### config.mk
export PLATFORM = sky130hd
export DESIGN_NAME = security_cmd_arbiter
export DESIGN_NICKNAME = d
export VERILOG_FILES = /design/src/rtl/security_pkg.sv /design/src/rtl/rr_arbiter.sv /design/src/rtl/security_cmd_arbiter.sv
export SDC_FILE = /design/constraint.sdc
export NUM_CORES = 1
export LEC_CHECK = 0
export BUFFER_PORTS_ARGS = -buffer_cell sky130_fd_sc_hd__buf_4
export CAP_MARGIN = 10
export CORE_AREA = 2 2 50 52
export CTS_CLUSTER_DIAMETER = 120
export DETAILED_ROUTE_END_ITERATION = 16
export DIE_AREA = 0 0 52 54
export GPL_TIMING_DRIVEN = 0
export PLACE_DENSITY = 0.76
export SYNTH_ARGS = -nofsm -noshare
export SYNTH_HDL_FRONTEND = slang
export SYNTH_SLANG_ARGS = --single-unit
### constraint.sdc
create_clock -name clk -period 2.7 [get_ports clk]
set_input_delay 0.27 -clock clk [delete_from_list [all_inputs] [get_ports clk]]
set_output_delay 0.27 -clock clk [all_outputs]
set_load 0.01 [all_outputs]
### src/rtl/security_pkg.sv
// Shared definitions for the security command arbiter: the command codes on the
// alarm FSM WiFi bus, the legal-code screen and the arbiter state encoding.
package security_pkg;

  localparam logic [3:0] CMD_IDLE   = 4'b0000;
  localparam logic [3:0] CMD_DISARM = 4'b1010;
  localparam logic [3:0] CMD_REARM  = 4'b1011;
  localparam logic [3:0] CMD_PANIC  = 4'b1100;

  typedef enum logic [1:0] {
    IDLE = 2'd0,
    HOLD = 2'd1,
    GAP  = 2'd2,
    LOCK = 2'd3
  } arb_state_t;

  // Only these three codes may ever reach the alarm FSM.
  function automatic logic cmd_is_legal(input logic [3:0] code);
    return (code == CMD_DISARM) || (code == CMD_REARM) || (code == CMD_PANIC);
  endfunction

endpackage

### src/rtl/rr_arbiter.sv
// Combinational round-robin picker: first requester at or above the pointer wins,
// otherwise the search wraps to the lowest-numbered requester.
module rr_arbiter #(
  parameter int N   = 3,
  parameter int IDW = 2
) (
  input  logic [N-1:0]   req,
  input  logic [IDW-1:0] ptr,
  output logic [N-1:0]   grant,
  output logic [IDW-1:0] idx,
  output logic           any
);

  // Wrap candidate first (lowest valid overall), then override with the lowest valid
  // at or above the pointer if one exists.
  always_comb begin
    grant = '0;
    idx   = '0;
    any   = 1'b0;
    for (int j = N - 1; j >= 0; j--) begin
      if (req[j]) begin
        idx = IDW'(j);
        any = 1'b1;
      end
    end
    for (int j = N - 1; j >= 0; j--) begin
      if (req[j] && (j >= int'(ptr))) begin
        idx = IDW'(j);
      end
    end
    for (int j = 0; j < N; j++) begin
      grant[j] = any && (idx == IDW'(j));
    end
  end

endmodule

### src/rtl/security_cmd_arbiter.sv
// Round-robin arbiter sharing the 4-bit alarm command bus among N_REQ requesters.
// Accepted legal codes are driven for HOLD_CYCLES, followed by GAP_CYCLES of CMD_IDLE.
// Illegal codes are consumed with a one-cycle reject pulse.
// Optional feature macro SECCMD_LOCKOUT_EN: MAX_BAD consecutive rejects lock the bus
// for LOCKOUT_CYCLES cycles.
//
//   state | meaning
//   IDLE  | arbitrating, req_ready live, cmd_out = CMD_IDLE
//   HOLD  | driving the accepted command, cmd_valid = 1
//   GAP   | idle gap after a hold window, cmd_out = CMD_IDLE
//   LOCK  | lockout after repeated rejects (SECCMD_LOCKOUT_EN only)
module security_cmd_arbiter
  import security_pkg::*;
#(
  parameter int N_REQ          = 3,
  parameter int HOLD_CYCLES    = 4,
  parameter int GAP_CYCLES     = 2,
  parameter int MAX_BAD        = 3,
  parameter int LOCKOUT_CYCLES = 1000
) (
  input  logic                     clk,
  input  logic                     reset,
  input  logic [N_REQ-1:0]         req_valid,
  input  logic [4*N_REQ-1:0]       req_cmd,
  output logic [N_REQ-1:0]         req_ready,
  output logic [3:0]               cmd_out,
  output logic                     cmd_valid,
  output logic [$clog2(N_REQ)-1:0] grant_id,
  output logic                     reject,
  output logic                     busy,
  output logic                     locked
);

  localparam int IDW  = $clog2(N_REQ);
  localparam int CMAX = (HOLD_CYCLES > GAP_CYCLES) ? HOLD_CYCLES : GAP_CYCLES;
  localparam int CW   = $clog2(CMAX) + 1;

  arb_state_t     state, state_nxt;
  logic [IDW-1:0] ptr, ptr_nxt;
  logic [IDW-1:0] grant_id_nxt;
  logic [3:0]     cmd_q, cmd_nxt;
  logic [CW-1:0]  cnt, cnt_nxt;
  logic           reject_nxt;

  logic [N_REQ-1:0] pick_grant;
  logic [IDW-1:0]   pick_idx;
  logic             pick_any;
  logic [3:0]       sel_cmd;
  logic             accept;

`ifdef SECCMD_LOCKOUT_EN
  localparam int BW = $clog2(MAX_BAD + 1);
  localparam int LW = $clog2(LOCKOUT_CYCLES) + 1;
  logic [BW-1:0] bad_cnt, bad_nxt;
  logic [LW-1:0] lock_cnt, lock_nxt;
`endif

  rr_arbiter #(
    .N   (N_REQ),
    .IDW (IDW)
  ) u_rr (
    .req   (req_valid),
    .ptr   (ptr),
    .grant (pick_grant),
    .idx   (pick_idx),
    .any   (pick_any)
  );

  // Mux the winning requester's code using the one-hot grant.
  always_comb begin
    sel_cmd = CMD_IDLE;
    for (int i = 0; i < N_REQ; i++) begin
      if (pick_grant[i]) sel_cmd = req_cmd[4*i +: 4];
    end
  end

  assign accept    = (state == IDLE) && pick_any;
  assign req_ready = (state == IDLE) ? pick_grant : '0;

  // Bus outputs decode straight from the state so an async reset drops them at once.
  assign cmd_out   = (state == HOLD) ? cmd_q : CMD_IDLE;
  assign cmd_valid = (state == HOLD);
  assign busy      = (state != IDLE);
`ifdef SECCMD_LOCKOUT_EN
  assign locked    = (state == LOCK);
`else
  assign locked    = 1'b0;
`endif

  // Next-state, pointer, counters and reject pulse.
  always_comb begin
    state_nxt    = state;
    ptr_nxt      = ptr;
    grant_id_nxt = grant_id;
    cmd_nxt      = cmd_q;
    cnt_nxt      = cnt;
    reject_nxt   = 1'b0;
`ifdef SECCMD_LOCKOUT_EN
    bad_nxt      = bad_cnt;
    lock_nxt     = lock_cnt;
`endif
    case (state)
      IDLE: begin
        if (accept) begin
          ptr_nxt      = (pick_idx == IDW'(N_REQ - 1)) ? '0 : pick_idx + 1'b1;
          grant_id_nxt = pick_idx;
          if (cmd_is_legal(sel_cmd)) begin
            state_nxt = HOLD;
            cmd_nxt   = sel_cmd;
            cnt_nxt   = CW'(HOLD_CYCLES - 1);
`ifdef SECCMD_LOCKOUT_EN
            bad_nxt   = '0;
`endif
          end else begin
            reject_nxt = 1'b1;
`ifdef SECCMD_LOCKOUT_EN
            if (int'(bad_cnt) + 1 >= MAX_BAD) begin
              state_nxt = LOCK;
              lock_nxt  = LW'(LOCKOUT_CYCLES - 1);
              bad_nxt   = '0;
            end else begin
              bad_nxt = bad_cnt + 1'b1;
            end
`endif
          end
        end
      end
      HOLD: begin
        if (cnt == '0) begin
          state_nxt = GAP;
          cnt_nxt   = CW'(GAP_CYCLES - 1);
        end else begin
          cnt_nxt = cnt - 1'b1;
        end
      end
      GAP: begin
        if (cnt == '0) state_nxt = IDLE;
        else           cnt_nxt   = cnt - 1'b1;
      end
      LOCK: begin
`ifdef SECCMD_LOCKOUT_EN
        if (lock_cnt == '0) state_nxt = IDLE;
        else                lock_nxt  = lock_cnt - 1'b1;
`else
        state_nxt = IDLE;
`endif
      end
      default: state_nxt = IDLE;
    endcase
  end

  // State and datapath registers.
  always_ff @(posedge clk or negedge reset) begin
    if (!reset) begin
      state    <= IDLE;
      ptr      <= '0;
      grant_id <= '0;
      cmd_q    <= CMD_IDLE;
      cnt      <= '0;
      reject   <= 1'b0;
`ifdef SECCMD_LOCKOUT_EN
      bad_cnt  <= '0;
      lock_cnt <= '0;
`endif
    end else begin
      state    <= state_nxt;
      ptr      <= ptr_nxt;
      grant_id <= grant_id_nxt;
      cmd_q    <= cmd_nxt;
      cnt      <= cnt_nxt;
      reject   <= reject_nxt;
`ifdef SECCMD_LOCKOUT_EN
      bad_cnt  <= bad_nxt;
      lock_cnt <= lock_nxt;
`endif
    end
  end

endmodule

==> Yosys cells after proc, flatten, opt, wreduce, memory -nomap -nowiden <==
Index checks and enable logic that the tools add are counted.
Widths: inputs -> output; s select.
{ "totals": {"register_bits": 14, "in_bits": 17, "out_inout_bits": 13, "wordCells": 70} }
{ "classes": {"add_sub_neg": 2, "magnitude_cmp": 3, "n_eq_ne": 13, "n_mux": 28, "n_reduce_logical": 18} }
{ "op_table": {"columns": ["cell", "n"], "rows": [
  ["$mux 2", 11],
  ["$mux 4", 4],
  ["$mux 3", 5],
  ["$eq 4x4->1 const B", 3],
  ["$pmux 3 s3", 1],
  ["$pmux 2 s4", 1],
  ["$reduce_and 4->1", 2],
  ["$logic_and 1x1->1", 7],
  ["$eq 2x2->1 const B", 3],
  ["$mux 1", 6],
  ["$ne 2x2->1 const B", 3],
  ["$eq 2x1->1 const B", 2],
  ["$ge 1x2->1 const A", 2],
  ["$logic_not 2->1", 2],
  ["$ne 2x1->1 const B", 2],
  ["$logic_not 3->1", 1],
  ["$reduce_and 3->1", 1],
  ["$reduce_bool 3->1", 1],
  ["$sub 3x1->3 const B", 1],
  ["$add 2x1->2 const B", 1],
  ["$ge 2x2->1 const A", 1],
  ["$logic_or 1x1->1", 2],
  ["$reduce_and 2->1", 1],
  ["$reduce_bool 2->1", 1]
]} }

==> Longest topological paths before layout <==
{ "depth": {"depth_word": 17, "depth_mapped": 9, "mapped_depth_nobuf": 8} }

==> Hierarchy <==
Synthesis repeated with hierarchy kept, for this count alone.
{ "hier_totals": {"cells_unflattened": 116, "hier_area_um2": 1059.8} }
{ "modules_own_cells": {"columns": ["mod", "n_inst", "cells_each", "area_per_inst_um2", "seq_area_each_um2"], "rows": [
  ["security_cmd_arbiter", 1, 102, 959.7, 350.3],
  ["rr_arbiter", 1, 14, 100.1, 0.0]
]} }

==> Worst setup path before layout <==
No wires, ideal clock.
{ "synth_timing": {"path_type": "register -> register", "from": "reg ptr[1]", "to": "reg cmd_q[2]", "setup_time_ps": 127, "arrival_time_ps": 1992, "t_required_ps": 2573, "setup_slack_ps": 581, "path_stages_with_launch": 9, "path_buffers": 1, "period_less_slack_ps": 2119, "path_cell_list": "dfrtp_1 buf_6 o21bai_1 o211a_1 a22o_1 a211o_1 mux2i_1 and3_4 mux2_1"} }
{ "synth_via": {"elab_chain_cells": 14, "elab_cells_between_ends": 24, "cone_classes": "order compare: 3; eq/ne: 5; mux: 6; reduce/logical: 10"} }
{ "synth_rtl": {"columns": ["item", "line", "rtl"], "rows": [
  ["start: declaration", "security_cmd_arbiter.sv:39", "logic [IDW-1:0] ptr, ptr_nxt;"],
  ["start signal: assignment", "security_cmd_arbiter.sv:167", "ptr <= ptr_nxt;"],
  ["$ge 2x2->1", "rr_arbiter.sv:27", "if (req[j] && (j >= int'(ptr))) begin"],
  ["$logic_and 1x1->1", "rr_arbiter.sv:27", null],
  ["$mux 2 (2 in a row)", "rr_arbiter.sv:27", null],
  ["$mux 2 (*)", "rr_arbiter.sv:27", null],
  ["$logic_not 2->1", "rr_arbiter.sv:32", "grant[j] = any && (idx == IDW'(j));"],
  ["$logic_and 1x1->1", "rr_arbiter.sv:32", null],
  ["$mux 4 (2 in a row)", "security_cmd_arbiter.sv:73", "if (pick_grant[i]) sel_cmd = req_cmd[4*i +: 4];"],
  ["$mux 4 (*)", "security_cmd_arbiter.sv:73", null],
  ["$eq 4x4->1", "security_pkg.sv:19", "return (code == CMD_DISARM) || (code == CMD_REARM) || (code == CMD_PANIC);"],
  ["$logic_or 1x1->1 (2 in a row)", "security_pkg.sv:19", null],
  ["$reduce_and 3->1 (no source line)", null, null],
  ["end signal: assignment", "security_cmd_arbiter.sv:169", "cmd_q <= cmd_nxt;"],
  ["end: declaration", "security_cmd_arbiter.sv:41", "logic [3:0] cmd_q, cmd_nxt;"]
]} }
Every way passes the cells marked *; elsewhere a longest branch is shown, timed or not.
A chain may end at the register's enable or synchronous reset.

==> Worst setup path in the final report <==
{ "layout_timing": {"from": "reg state[1]", "to": "out req_ready[1]"} }
{ "layout_via": {"elab_chain_cells": 2} }
{ "layout_rtl": {"columns": ["item", "line", "rtl"], "rows": [
  ["start: declaration", "security_cmd_arbiter.sv:38", "arb_state_t state, state_nxt;"],
  ["start signal: assignment", "security_cmd_arbiter.sv:166", "state <= state_nxt;"],
  ["$logic_not 2->1", "security_cmd_arbiter.sv:78", "assign req_ready = (state == IDLE) ? pick_grant : '0;"],
  ["$mux 3", "security_cmd_arbiter.sv:78", null],
  ["end: declaration", "security_cmd_arbiter.sv:25", "output logic [N_REQ-1:0] req_ready,"]
]} }
Every way passes these cells.

==> summary.md <==
| Metric | Value |
|---|---|
| Outcome | `complete, no violations` |
| First-pass GRT wire length | `4620 um` |
| Number of top-level design ports | `30` |
| Cell area after layout | `1410 sq um` |
| Pin count of the biggest net entering global routing | `15` |
| Worst slew margin | `61.4%` |
| Initial core utilization | `48.1%` |
| Fraction of synthesized cell area taken by the top area cell type | `31.4%` |
| Non-Filler Instances | `195` |
| Cell depth of the worst hold path | `3` |
| Top post-synthesis cells by area | `dfrtp_1 31%, ha_1 5.6%, a21oi_1 5.4%, nand2_1 4.7%, and2_1 3.9%` |
| Critical path launch point type | `flop` |
| Final RePlAce weighted congestion | `0.818` |
| Fraction of final layout cells sized beyond drive strength 1 | `24.8%` |
| Number of synthesized register bits | `14` |
| Final Total Pwr | `1.57 mW` |
| Setup TNS after final layout | `0 ps` |
| Vert. Die Dim | `54 um` |
| Total routing usage reported by global routing | `22.5%` |
| PnR worst setup slack | `341 ps` |
| Total count of max-transition violations in the final report | `0` |
| Number of different library cells in the post-synthesis netlist | `42` |
| Clock root buffer | `clkbuf_4` |
| # placed instances | `190` |
| Worst Max-Slew Pin Slew | `579 ps` |
| Post-synthesis to final-layout area growth | `26.4%` |
| Skew final | `3.42 ps` |
| Initial antenna violation count | `0` |
| Top_reg_cell synth | `dfrtp_1` |
| Violation count after the first detailed-route iteration | `24` |
| Count of filler cells inserted in the layout | `208` |
| Number of cells produced by synthesis | `132` |
| CTS max path bufs | `2` |
| Worst-case vdd ir drop | `0.000602 V` |
| Total Routed Length | `2820 um` |
| Core region area | `2320 sq um` |
| Final cycle utilization of the critical path | `87.4%` |
| Clock net sink count | `14` |
| CTS Buf Count | `3` |
| Via count | `1100` |
| DIE AREA | `2810 sq um` |
| Average wire per cell in the routed design | `14.4 um` |
| Maximum fanout count along the critical path | `10` |
| Setup Crit Path Kind | `reg -> out` |
| Post-Place Cell Area | `1360 sq um` |
| Number of global-route vias before repair | `1082` |
| Total leakage power | `0.692 nW` |
| Clock H-tree levels | `1` |
| Worst-case hold slack | `279 ps` |
| Asr flop ratio synth | `100%` |
| Final setup violation count | `0` |
| Number of post-CTS setup repair buffers | `0` |
| Pwr per Cell Area | `1110 nW/um^2` |
| Post-synthesis average cell area | `8.45 sq um` |
| FF-to-FF path depth | `9` |
| Clock latency on the worst-skew pair | `290 ps` |
| Vias/cell | `5.64` |
| Sequential area share after synthesis | `31.4%` |
| Total iterations of the first detailed-routing run | `4` |
| DRC violation count after routing | `0` |
| Netlist area before placement | `1110 sq um` |
| DP HPWL | `2070 um` |
| Share of the core filled with cells in the final layout | `60.7%` |
| Post-Place Worst Slack | `447 ps` |
| Most instantiated cells after synthesis | `14 x dfrtp_1, 14 x nand2_1, 12 x a21oi_1` |
| Hold Violations, Final | `0` |
| Maximum frequency from static timing analysis | `424 MHz` |
| Antenna-violating nets left | `0` |
| Post-synth EDFFs | `0` |
| Classification of the worst-slack hold path | `in -> reg` |
| Number of violations of the max-capacitance limit | `0` |
| Count of buffers inserted at the top-level ports | `28` |
| Synthesized Nets | `154` |
| Antenna cells | `0` |
| Synth warnings | `0` |
| CTS tree | `built` |
| Chip Width | `52 um` |
| Type of destination of the critical path | `primary output` |
| Overflow after GRT | `0` |
| Number of rows in the core area | `18` |
| Data arrival time of the worst path | `2090 ps` |
| Post-CTS clock slew at the launch and capture registers of the worst setup and hold paths | `90 ps` |
| Min Clock Period, post-route | `2360 ps` |
| Post-synthesis cell type with the largest combined area | `dfrtp_1` |
| CTS-repair resized insts | `0` |
| Final layout net count | `188` |
| RSZ-0062 raised after global routing | `no` |
| CTS Hold Bufs | `1` |
| Required time worst endpoint | `2430 ps` |
flip-flops by register name, indices dropped and copies added, names as in the netlist:
signal / cells
cnt: 3
grant_id: 2
ptr: 2
reject: 1
state: 2
cmd_q: 4
routing by layer:
layer,vias to the layer above,global-route usage (%),wire length (um),share of wire (%)
met2,34,41.1,1390,49
li1,541,-,-,-
met3,5,2.78,139,4.9
met4,0,9.21,47,1.7
met1,520,26.6,1240,44
met5,-,0,0,0
layout make-up:
type	instances	area [sq um]	area share, %
sequential	14	350	24.9
buffer	7	43.8	3.11
multi-input combinational	102	687	48.8
inverter	9	33.8	2.40
clock buffer	4	36.3	2.58
timing repair buffer	29	220	15.6
tap	30	37.5	2.66
worst paths after layout:
check	slack, ps	to	start
max in group asynchronous	2170	cnt[1]	reset
worst max register to register	420	cnt[1]	ptr[1]
worst max-delay path	340	req_ready[1]	state[1]
worst min register to register	490	grant_id[0]	grant_id[0]
worst min-delay path	280	cmd_q[0]	req_cmd[8]
min in group asynchronous	360	ptr[1]	reset
cell families after synthesis:
group	share of synthesized area, %
multiplexers	5.61
adder cells (fa/ha/maj)	5.61
AND/OR/NAND/NOR	20.7
other	0.336
flip-flops	31.4
AO/OA/AOI/OAI	29.4
buffers and inverters	6.96
critical path, stage by stage, from the launching register on:
cell and delay [ps]:
dfrtp_1 420, inv_1 110, ha_1 310, clkbuf_1 410, o31ai_1 240, nor2_1 170
buf_4 140
placed cells by master, fill, tap and decap left out, types with 5 or more instances in the layout:
cell      n
nor2_1    7
a21oi_1  12
dfrtp_1  14
o21ai_0   6
buf_4    30
ha_1      5
and2_1    7
inv_1     8
nand2_1  14
power by group:
group	internal, mW	switching, mW	leakage (nW)
clock network	0.0822	0.0745	0.0210
logic	0.468	0.585	0.502
registers	0.307	0.0497	0.169
Power figures use the tool's default switching activity.
